### src/rtl/mux_nx1_rr_pkg.sv
// Shared constants for the N-to-1 round-robin/manual stream selector.
package mux_nx1_rr_pkg;

  localparam logic MODE_MANUAL = 1'b0;
  localparam logic MODE_RR     = 1'b1;

endpackage

### src/rtl/mux_nx1_rr_arbiter.sv
// Rotate-priority request search: the first requester at or after ptr wins,
// wrapping at N_CH (not at 2^SEL_W) so non-power-of-two channel counts work.
module mux_nx1_rr_arbiter #(
  parameter  int N_CH  = 4,
  localparam int SEL_W = $clog2(N_CH)
) (
  input  logic [N_CH-1:0]  req,
  input  logic [SEL_W-1:0] ptr,
  output logic [SEL_W-1:0] gnt_idx,
  output logic             gnt_any
);

  logic [SEL_W:0] cand;

  // Scan offsets from farthest to nearest so the nearest requester overwrites.
  always_comb begin
    gnt_idx = '0;
    gnt_any = 1'b0;
    cand    = '0;
    for (int off = N_CH - 1; off >= 0; off--) begin
      cand = {1'b0, ptr} + (SEL_W + 1)'(off);
      if (cand >= (SEL_W + 1)'(N_CH)) begin
        cand = cand - (SEL_W + 1)'(N_CH);
      end
      if (req[cand[SEL_W-1:0]]) begin
        gnt_idx = cand[SEL_W-1:0];
        gnt_any = 1'b1;
      end
    end
  end

endmodule

### src/rtl/mux_nx1_rr.sv
// N-channel selector with registered output and valid/ready on every port.
// Manual mode forwards the channel named by sel; round-robin mode scans
// requesters starting after the most recently accepted channel.
module mux_nx1_rr
  import mux_nx1_rr_pkg::*;
#(
  parameter  int WIDTH = 8,
  parameter  int N_CH  = 4,
  localparam int SEL_W = $clog2(N_CH)
) (
  input  logic                  clk,
  input  logic                  rst,
  input  logic                  mode,
  input  logic [SEL_W-1:0]      sel,
  input  logic [N_CH*WIDTH-1:0] in_data,
  input  logic [N_CH-1:0]       in_valid,
  output logic [N_CH-1:0]       in_ready,
  output logic [WIDTH-1:0]      out_data,
  output logic [SEL_W-1:0]      out_ch,
  output logic                  out_valid,
  input  logic                  out_ready
);

  logic [SEL_W-1:0] ptr;
  logic [SEL_W-1:0] arb_idx;
  logic             arb_any;
  logic [SEL_W-1:0] gnt_idx;
  logic             gnt_any;
  logic             load_en;
  logic             sel_ok;
  logic [SEL_W-1:0] ptr_next;
  logic [WIDTH-1:0] ch_data [N_CH];

  for (genvar k = 0; k < N_CH; k++) begin : g_slice
    assign ch_data[k] = in_data[k*WIDTH +: WIDTH];
  end

  mux_nx1_rr_arbiter #(.N_CH(N_CH)) u_arb (
    .req     (in_valid),
    .ptr     (ptr),
    .gnt_idx (arb_idx),
    .gnt_any (arb_any)
  );

  // The output register can take a new word when empty or draining this cycle.
  assign load_en  = !out_valid || out_ready;
  assign sel_ok   = ({1'b0, sel} < (SEL_W + 1)'(N_CH));
  assign ptr_next = ({1'b0, gnt_idx} == (SEL_W + 1)'(N_CH - 1)) ? '0 : gnt_idx + SEL_W'(1);

  // Choose between the round-robin winner and the manually selected channel.
  always_comb begin
    gnt_idx = '0;
    gnt_any = 1'b0;
    if (mode == MODE_RR) begin
      gnt_idx = arb_idx;
      gnt_any = arb_any;
    end else if (sel_ok && in_valid[sel]) begin
      gnt_idx = sel;
      gnt_any = 1'b1;
    end
  end

  // One-hot accept; held low during reset so no word slips in while clearing.
  always_comb begin
    in_ready = '0;
    if (!rst && gnt_any && load_en) begin
      in_ready[gnt_idx] = 1'b1;
    end
  end

  // Output word register and rotation pointer; data/channel hold when idle.
  always_ff @(posedge clk or posedge rst) begin
    if (rst) begin
      out_data  <= '0;
      out_ch    <= '0;
      out_valid <= 1'b0;
      ptr       <= '0;
    end else if (load_en) begin
      if (gnt_any) begin
        out_data  <= ch_data[gnt_idx];
        out_ch    <= gnt_idx;
        out_valid <= 1'b1;
        ptr       <= ptr_next;
      end else begin
        out_valid <= 1'b0;
      end
    end
  end

endmodule
### config.mk
export PLATFORM = sky130hd
export DESIGN_NAME = mux_nx1_rr
export DESIGN_NICKNAME = d
export VERILOG_FILES = /design/src/rtl/mux_nx1_rr_pkg.sv /design/src/rtl/mux_nx1_rr_arbiter.sv /design/src/rtl/mux_nx1_rr.sv
export SDC_FILE = /design/constraint.sdc
export NUM_CORES = 1
export LEC_CHECK = 0
export ABC_CLOCK_PERIOD_IN_PS = 4000
export BUFFER_PORTS_ARGS = -buffer_cell sky130_fd_sc_hd__buf_2
export CAP_MARGIN = 30
export CORE_ASPECT_RATIO = 1.1
export CORE_MARGIN = 10
export CORE_UTILIZATION = 46
export DETAILED_ROUTE_END_ITERATION = 10
export HOLD_SLACK_MARGIN = 0.15
export PLACE_DENSITY = 0.94
export SETUP_SLACK_MARGIN = 0.02
export SKIP_CTS_REPAIR_TIMING = 1
export SLEW_MARGIN = 20
export SYNTH_ARGS = -nofsm -noshare
export SYNTH_HDL_FRONTEND = slang
export SYNTH_SLANG_ARGS = --single-unit
export TNS_END_PERCENT = 5
### constraint.sdc
create_clock -name clk -period 4 [get_ports clk]
set_clock_uncertainty 0.15 [all_clocks]
set_input_delay 0.8 -clock clk [delete_from_list [all_inputs] [get_ports clk]]
set_output_delay 0.8 -clock clk [all_outputs]
set_load 0.05 [all_outputs]
==> results of run 1 <==
cells by family (layout without fill, tap and decap cells):
| kind of cell | after synthesis | count (layout) |
|---|---|---|
| AND/OR/NAND/NOR | 31 | 31 |
| AO/OA/AOI/OAI | 27 | 27 |
| multiplexers | 19 | 19 |
| flip-flops | 13 | 13 |
| buffers and inverters | 6 | 64 |
critical path: stages:
cell	delay [ns]
buf_2	0.13
o41a_1	0.47
o21ai_1	0.66
nor4_1	0.12
buf_2	0.25
through the flow:
stage	hold slack [ns]	cell area (µm²)	utilization [%]	total power [µW]
floorplan	0.376	978	-	457
global placement	0.317	1270	62.7	531
detailed placement	0.322	1270	62.7	544
CTS	0.342	1290	64.0	624
global route	0.376	1290	64.0	657
finish	0.349	1290	64.0	623
path summary, 6_finish.rpt:
path                                         start                 endpoint  slack [ns]
setup / recovery                       in_valid[1]              in_ready[0]        0.62
hold / removal             out_data[7]$_DFFE_PP0P_  out_data[7]$_DFFE_PP0P_        0.35
setup reg to reg                ptr[1]$_DFFE_PP0P_  out_data[7]$_DFFE_PP0P_        1.72
hold reg to reg            out_data[7]$_DFFE_PP0P_  out_data[7]$_DFFE_PP0P_        0.35
max in group asynchronous                      rst    out_valid$_DFFE_PP0N_        2.93
min in group asynchronous                      rst  out_data[6]$_DFFE_PP0P_        0.42
cell type report:
| class | instances | area (µm²) | area share [%] |
|---|---|---|---|
| well taps | 28 | 35.0 | 2.71 |
| clock buffers | 4 | 26.3 | 2.03 |
| multi-input cells | 77 | 608 | 47.0 |
| repair buffers | 57 | 288 | 22.2 |
| inverters | 3 | 11.3 | 0.870 |
| flip-flops and latches | 13 | 325 | 25.1 |
flip-flops by register name, summed over array words and instances (netlist names):
| signal | count |
|---|---|
| out_valid | 1 |
| out_ch | 2 |
| out_data | 8 |
| ptr | 2 |
Yosys cell counts:
cell,number
o211ai_1,1
o311ai_1,1
inv_1,3
o31ai_1,1
a31oi_1,2
buf_6,1
or2_2,1
o21ai_1,1
dfrtp_1,13
and2_2,1
o21ai_4,1
a21o_1,2
o21a_4,1
nand2_1,14
mux2_1,1
a21oi_1,2
o221ai_1,6
nor4_1,1
o21bai_1,1
buf_8,1
nand3_1,2
nor2_1,5
nand2b_1,5
nand3_4,1
a211o_2,1
mux2i_1,18
o22ai_2,2
buf_4,1
o41a_1,1
nor4_2,1
o21a_1,1
o221ai_2,2
a211oi_2,1
per-layer routing:
layer	up-vias	wire length, µm
li1	484	-
met1	476	1120
met2	52	1810
met3	8	219
met4	0	57
met5	-	0
power breakdown:
part / leakage [µW] / internal [µW] / switching [µW]
clock network: 0.0000150 / 38.7 / 41.5
registers: 0.000156 / 169 / 28.0
logic: 0.000472 / 107 / 238
==> results_dict.tcl, run 1 <==
set metrics [dict create \
    outcome "completed" \
    grtUsageTotal_pct 14.4 \
    final_cell_mix "56 x buf_2, 18 x mux2i_1, 14 x nand2_1, 13 x dfrtp_1, 6 x o221ai_1" \
    fin_crit_ns 3.38 \
    grt_pass1_vias 1107 \
    vias 1020 \
    post-place-ws_ns 0.615 \
    synth-simple-area-share_pct 16.6 \
    hold_path_depth 2 \
    cp-start-kind "input pin" \
    dp.cells 178 \
    met3_usage_pct 3.75 \
    synth_cells 96 \
    rsz0062_at_grt "no" \
    clk_pin_slew_ns 0.08 \
    use_met2_pct 28.6 \
    synth_cell_types 33 \
    antenna_left 0 \
    io_pins 57 \
    nets 197 \
    place_congestion 0.854 \
    cp_data_required_time_ns 3.05 \
    antenna_found_initial 0 \
    dpl.hpwl_um 2600 \
    worst_slew_pin_slew_ns 0.819 \
    cts_max_level 1 \
    clock.fmax_mhz 296 \
    cp.arrival_ns 2.43 \
    setup-violations-final 0 \
    fillCellCount 168 \
    die_y_um 68.4 \
    synthMuxAreaShare_pct 19.6 \
    finalSetupTns_ns 0 \
    core-area_um2 2020 \
    drive_above_1_share_pct 46.8 \
    path_max_fanout 11 \
    clk_latency_ns 0.27 \
    slew_viol_final 0 \
    vdd_drop_max_mv 0.360 \
    grt_overflow_total 0 \
    power.leakage_uw 0.000643 \
    cts-root-buf "clkbuf_4" \
    synth_fa_ha_area_share_pct 0 \
    drc 0 \
    cts_buffers 3 \
    r2r_cells 6 \
    yosysSeqAreaShare_pct 33.2 \
    final_cells 182 \
    final_common_cell "buf_2" \
    die-area_um2 4370 \
    grt_pass1_wl_um 5070 \
    wl_per_cell_um 17.6 \
    busiest_layer "met2" \
    die_x_um 64.0 \
    portBuffers 56 \
    slew_headroom_pct 45.0 \
    hp-class "flip-flop to flip-flop" \
    tritoncts "yes" \
    yosys_warnings 0 \
    n_antenna_cell 0 \
    clockBufferDepth 2 \
    syn_nets 138 \
    synth_area_leaders "dfrtp_1 33%, mux2i_1 18%, nand2_1 5.4%" \
    drt_iter0_drc 67 \
    drv_cap 0 \
    clkSinkCount 13 \
    power.density_nw_per_um2 481 \
    synth_seq_cells 13 \
    final.setup.worst_slack_ns 0.617 \
    syn_area_um2 978 \
    synth_top_area_share_pct 33.2 \
    drt_wl_total_um 3200 \
    syn_to_final_growth_pct 32.2 \
    period_share_pct 84.6 \
    grt_start_max_net_pins 15 \
    synth_top_family_by_area "compound AO/OA/AOI/OAI gates" \
    via_per_inst 5.60 \
    path_class "input pin to output port" \
    avgSynthCellArea_um2 10.2 \
    endpoint_kind "output port" \
    use_met1_pct 13.7 \
    fp-row-count 17 \
    start_util_pct 48.4 \
    synth_top_area_cell "dfrtp_1" \
    hold_viol_final 0 \
    first_pass_iters 4 \
    synth_compound_area_share_pct 26.0 \
    synth-xor-area-share_pct 0 \
]
Note: power is estimated with default switching activity, not from simulation.
==> run 2: changes to the inputs <==
--- a/config.mk
+++ b/config.mk
@@ -5,15 +5,15 @@
 export SDC_FILE = /design/constraint.sdc
 export NUM_CORES = 1
 export LEC_CHECK = 0
-export ABC_CLOCK_PERIOD_IN_PS = 4000
+export ABC_CLOCK_PERIOD_IN_PS = 3000
 export BUFFER_PORTS_ARGS = -buffer_cell sky130_fd_sc_hd__buf_2
 export CAP_MARGIN = 30
 export CORE_ASPECT_RATIO = 1.1
 export CORE_MARGIN = 10
-export CORE_UTILIZATION = 46
+export CORE_UTILIZATION = 39
 export DETAILED_ROUTE_END_ITERATION = 10
 export HOLD_SLACK_MARGIN = 0.15
-export PLACE_DENSITY = 0.94
+export PLACE_DENSITY = 0.86
 export SETUP_SLACK_MARGIN = 0.02
 export SKIP_CTS_REPAIR_TIMING = 1
 export SLEW_MARGIN = 20
==> constraint.sdc (replaced) <==
create_clock -name clk -period 3 [get_ports clk]
set_clock_uncertainty 0.15 [all_clocks]
set_input_delay 0.6 -clock clk [delete_from_list [all_inputs] [get_ports clk]]
set_output_delay 0.6 -clock clk [all_outputs]
set_load 0.05 [all_outputs]
==> run 2 against run 1 <==
- utilization shrank 7.2 points
- non-clock buffer count grew 2
- cell count grew 2.2%
- critical endpoint is now in_ready[1]
- worst setup slack lost 0.40 ns
- register-to-register slack lost 0.74 ns
- sequential power grew 32%
- critical path depth grew 2
==> results_dict.tcl, run 2 (synthesized netlist as in run 1, its figures left out) <==
set metrics [dict create \
    wl_per_cell_um 16.5 \
    crit-reg2reg-launch "ptr[1]$_DFFE_PP0P_" \
    regMostFlops "out_data" \
    first_pass_iters 4 \
    dpl.hpwl_um 2620 \
    endpoint_kind "output port" \
    r2r_cells 6 \
    die_x_um 67.8 \
    die-area_um2 4910 \
    antenna_left 0 \
    start_util_pct 42.2 \
    io_pins 57 \
    cts_buffers 3 \
    grt_pass1_wl_um 4930 \
    tritoncts "yes" \
    outcome "completed" \
    rsz0062_at_grt "no" \
    drc 0 \
    reg_top3 "out_data (8), out_ch (2), ptr (2)" \
    core-area_um2 2320 \
    slew_headroom_pct 72.8 \
    crit_chain "buf_2, or2_2, o22ai_2, and2_2, nor2_1, nor4_2, buf_2" \
    fillCellCount 215 \
    power.density_nw_per_um2 631 \
    dpl_cell_area_um2 1290 \
    cp_slowest_cell "buf_2" \
    grt_overflow_total 0 \
    cts-root-buf "clkbuf_4" \
    clkSinkCount 13 \
    seqPwrFrac_pct 31.3 \
    period_share_pct 92.8 \
    portBuffers 56 \
    fp-row-count 18 \
    reg2reg_slack_ns 0.98 \
    final_cell_mix "56 x buf_2, 18 x mux2i_1, 14 x nand2_1, 13 x dfrtp_1, 6 x o221ai_1" \
    antenna_found_initial 0 \
    cp-start-kind "input pin" \
    place_congestion 0.822 \
    path_max_fanout 5 \
    drt_wl_total_um 3060 \
    clockBufferDepth 2 \
    vdd_drop_max_mv 0.417 \
    drv_cap 0 \
    path_class "input pin to output port" \
    power.leakage_uw 0.000653 \
    die_y_um 72.5 \
    switchingPower_uw 409 \
    clk_latency_ns 0.27 \
    power_uw 832 \
    grtUsageTotal_pct 12.2 \
    slew_viol_final 0 \
    cp.arrival_ns 2.04 \
    crit_top_cell "buf_2" \
    r2r_end "out_data[2]$_DFFE_PP0P_" \
    clk_pin_slew_ns 0.08 \
    fin_util_pct 56.8 \
    finalSetupTns_ns 0 \
    n_antenna_cell 0 \
    cts_max_level 1 \
    nets 199 \
    drt_iter0_drc 65 \
    fin_crit_ns 2.79 \
    hold_viol_final 0 \
    final_area_um2 1320 \
    largest_register_ffs 8 \
    worst_slew_pin_slew_ns 0.404 \
    syn_to_final_growth_pct 34.7 \
    cp_data_required_time_ns 2.25 \
    comb_power_share_pct 55.8 \
    grt_start_max_net_pins 20 \
    final_common_cell "buf_2" \
    hp-class "input pin to async pin" \
    vias 999 \
    netSwitchingFraction_pct 49.2 \
    clock.fmax_mhz 359 \
    drive_above_1_share_pct 48.1 \
    p_int_uw 423 \
    via_per_inst 5.37 \
    grt_pass1_vias 1091 \
    cp_slowest_stage_delay_ns 0.30 \
    setup-violations-final 0 \
    pwr-share-clk_pct 12.9 \
]
==> run 2: cell count changes in the layout (fill, tap and decap cells not counted) <==
cell    delta
buf_4      +2
nor4_1     -1
nor4_2     +1
==> run 2: worst max path at each step <==
stage	startpoint	to	slack, ns	cells past startpoint
after floorplan	sel[1]	in_ready[1]	-0.09	5
after global placement	mode	in_ready[1]	0.26	7
after detailed placement	sel[0]	in_ready[0]	0.21	7
after CTS	sel[0]	in_ready[0]	0.20	7
after global routing	ptr[1]$_DFFE_PP0P_	in_ready[1]	0.06	6
final	mode	in_ready[1]	0.21	7
==> run 2: area by class of cell <==
class | instances | area (µm²) | area share, %
sequential | 13 | 325 | 24.7
inverter | 3 | 11.3 | 0.855
multi-input combinational | 77 | 614 | 46.6
timing repair buffer | 59 | 303 | 23.0
clock buffer | 4 | 26.3 | 1.99
tap | 30 | 37.5 | 2.85
==> run 2: stage by stage <==
stage	hold WS (ns)	setup slack, ns	cells
finish	0.195	0.215	186
CTS	0.201	0.204	186
floorplan	0.335	-0.0949	96
global route	0.221	0.0624	186
global placement	0.320	0.255	182
detailed placement	0.326	0.211	182
==> run 2: routing by layer <==
| layer | global-route usage [%] | part of all wire, % | wire length [µm] | vias to the layer above |
|---|---|---|---|---|
| li1 | - | - | - | 488 |
| met3 | 3.99 | 7.7 | 235 | 4 |
| met5 | 0 | 0 | 0 | - |
| met1 | 12.6 | 35 | 1080 | 475 |
| met4 | 2.51 | 1.4 | 42 | 0 |
| met2 | 23.0 | 56 | 1700 | 32 |
==> run 2: power by group through the flow <==
stage,registers [µW],logic [µW],clock network (µW)
2_1_floorplan,413,198,0
3_3_place_gp,260,454,0
3_5_place_dp,263,468,0
4_1_cts,260,469,109
5_1_grt,269,495,119
6_report,261,464,107
==> run 2: critical path: cells and delay by family <==
kind	cells	cell delay [ns]
buffers and inverters	2	0.42
AO/OA/AOI/OAI	1	0.23
AND/OR/NAND/NOR	4	0.78
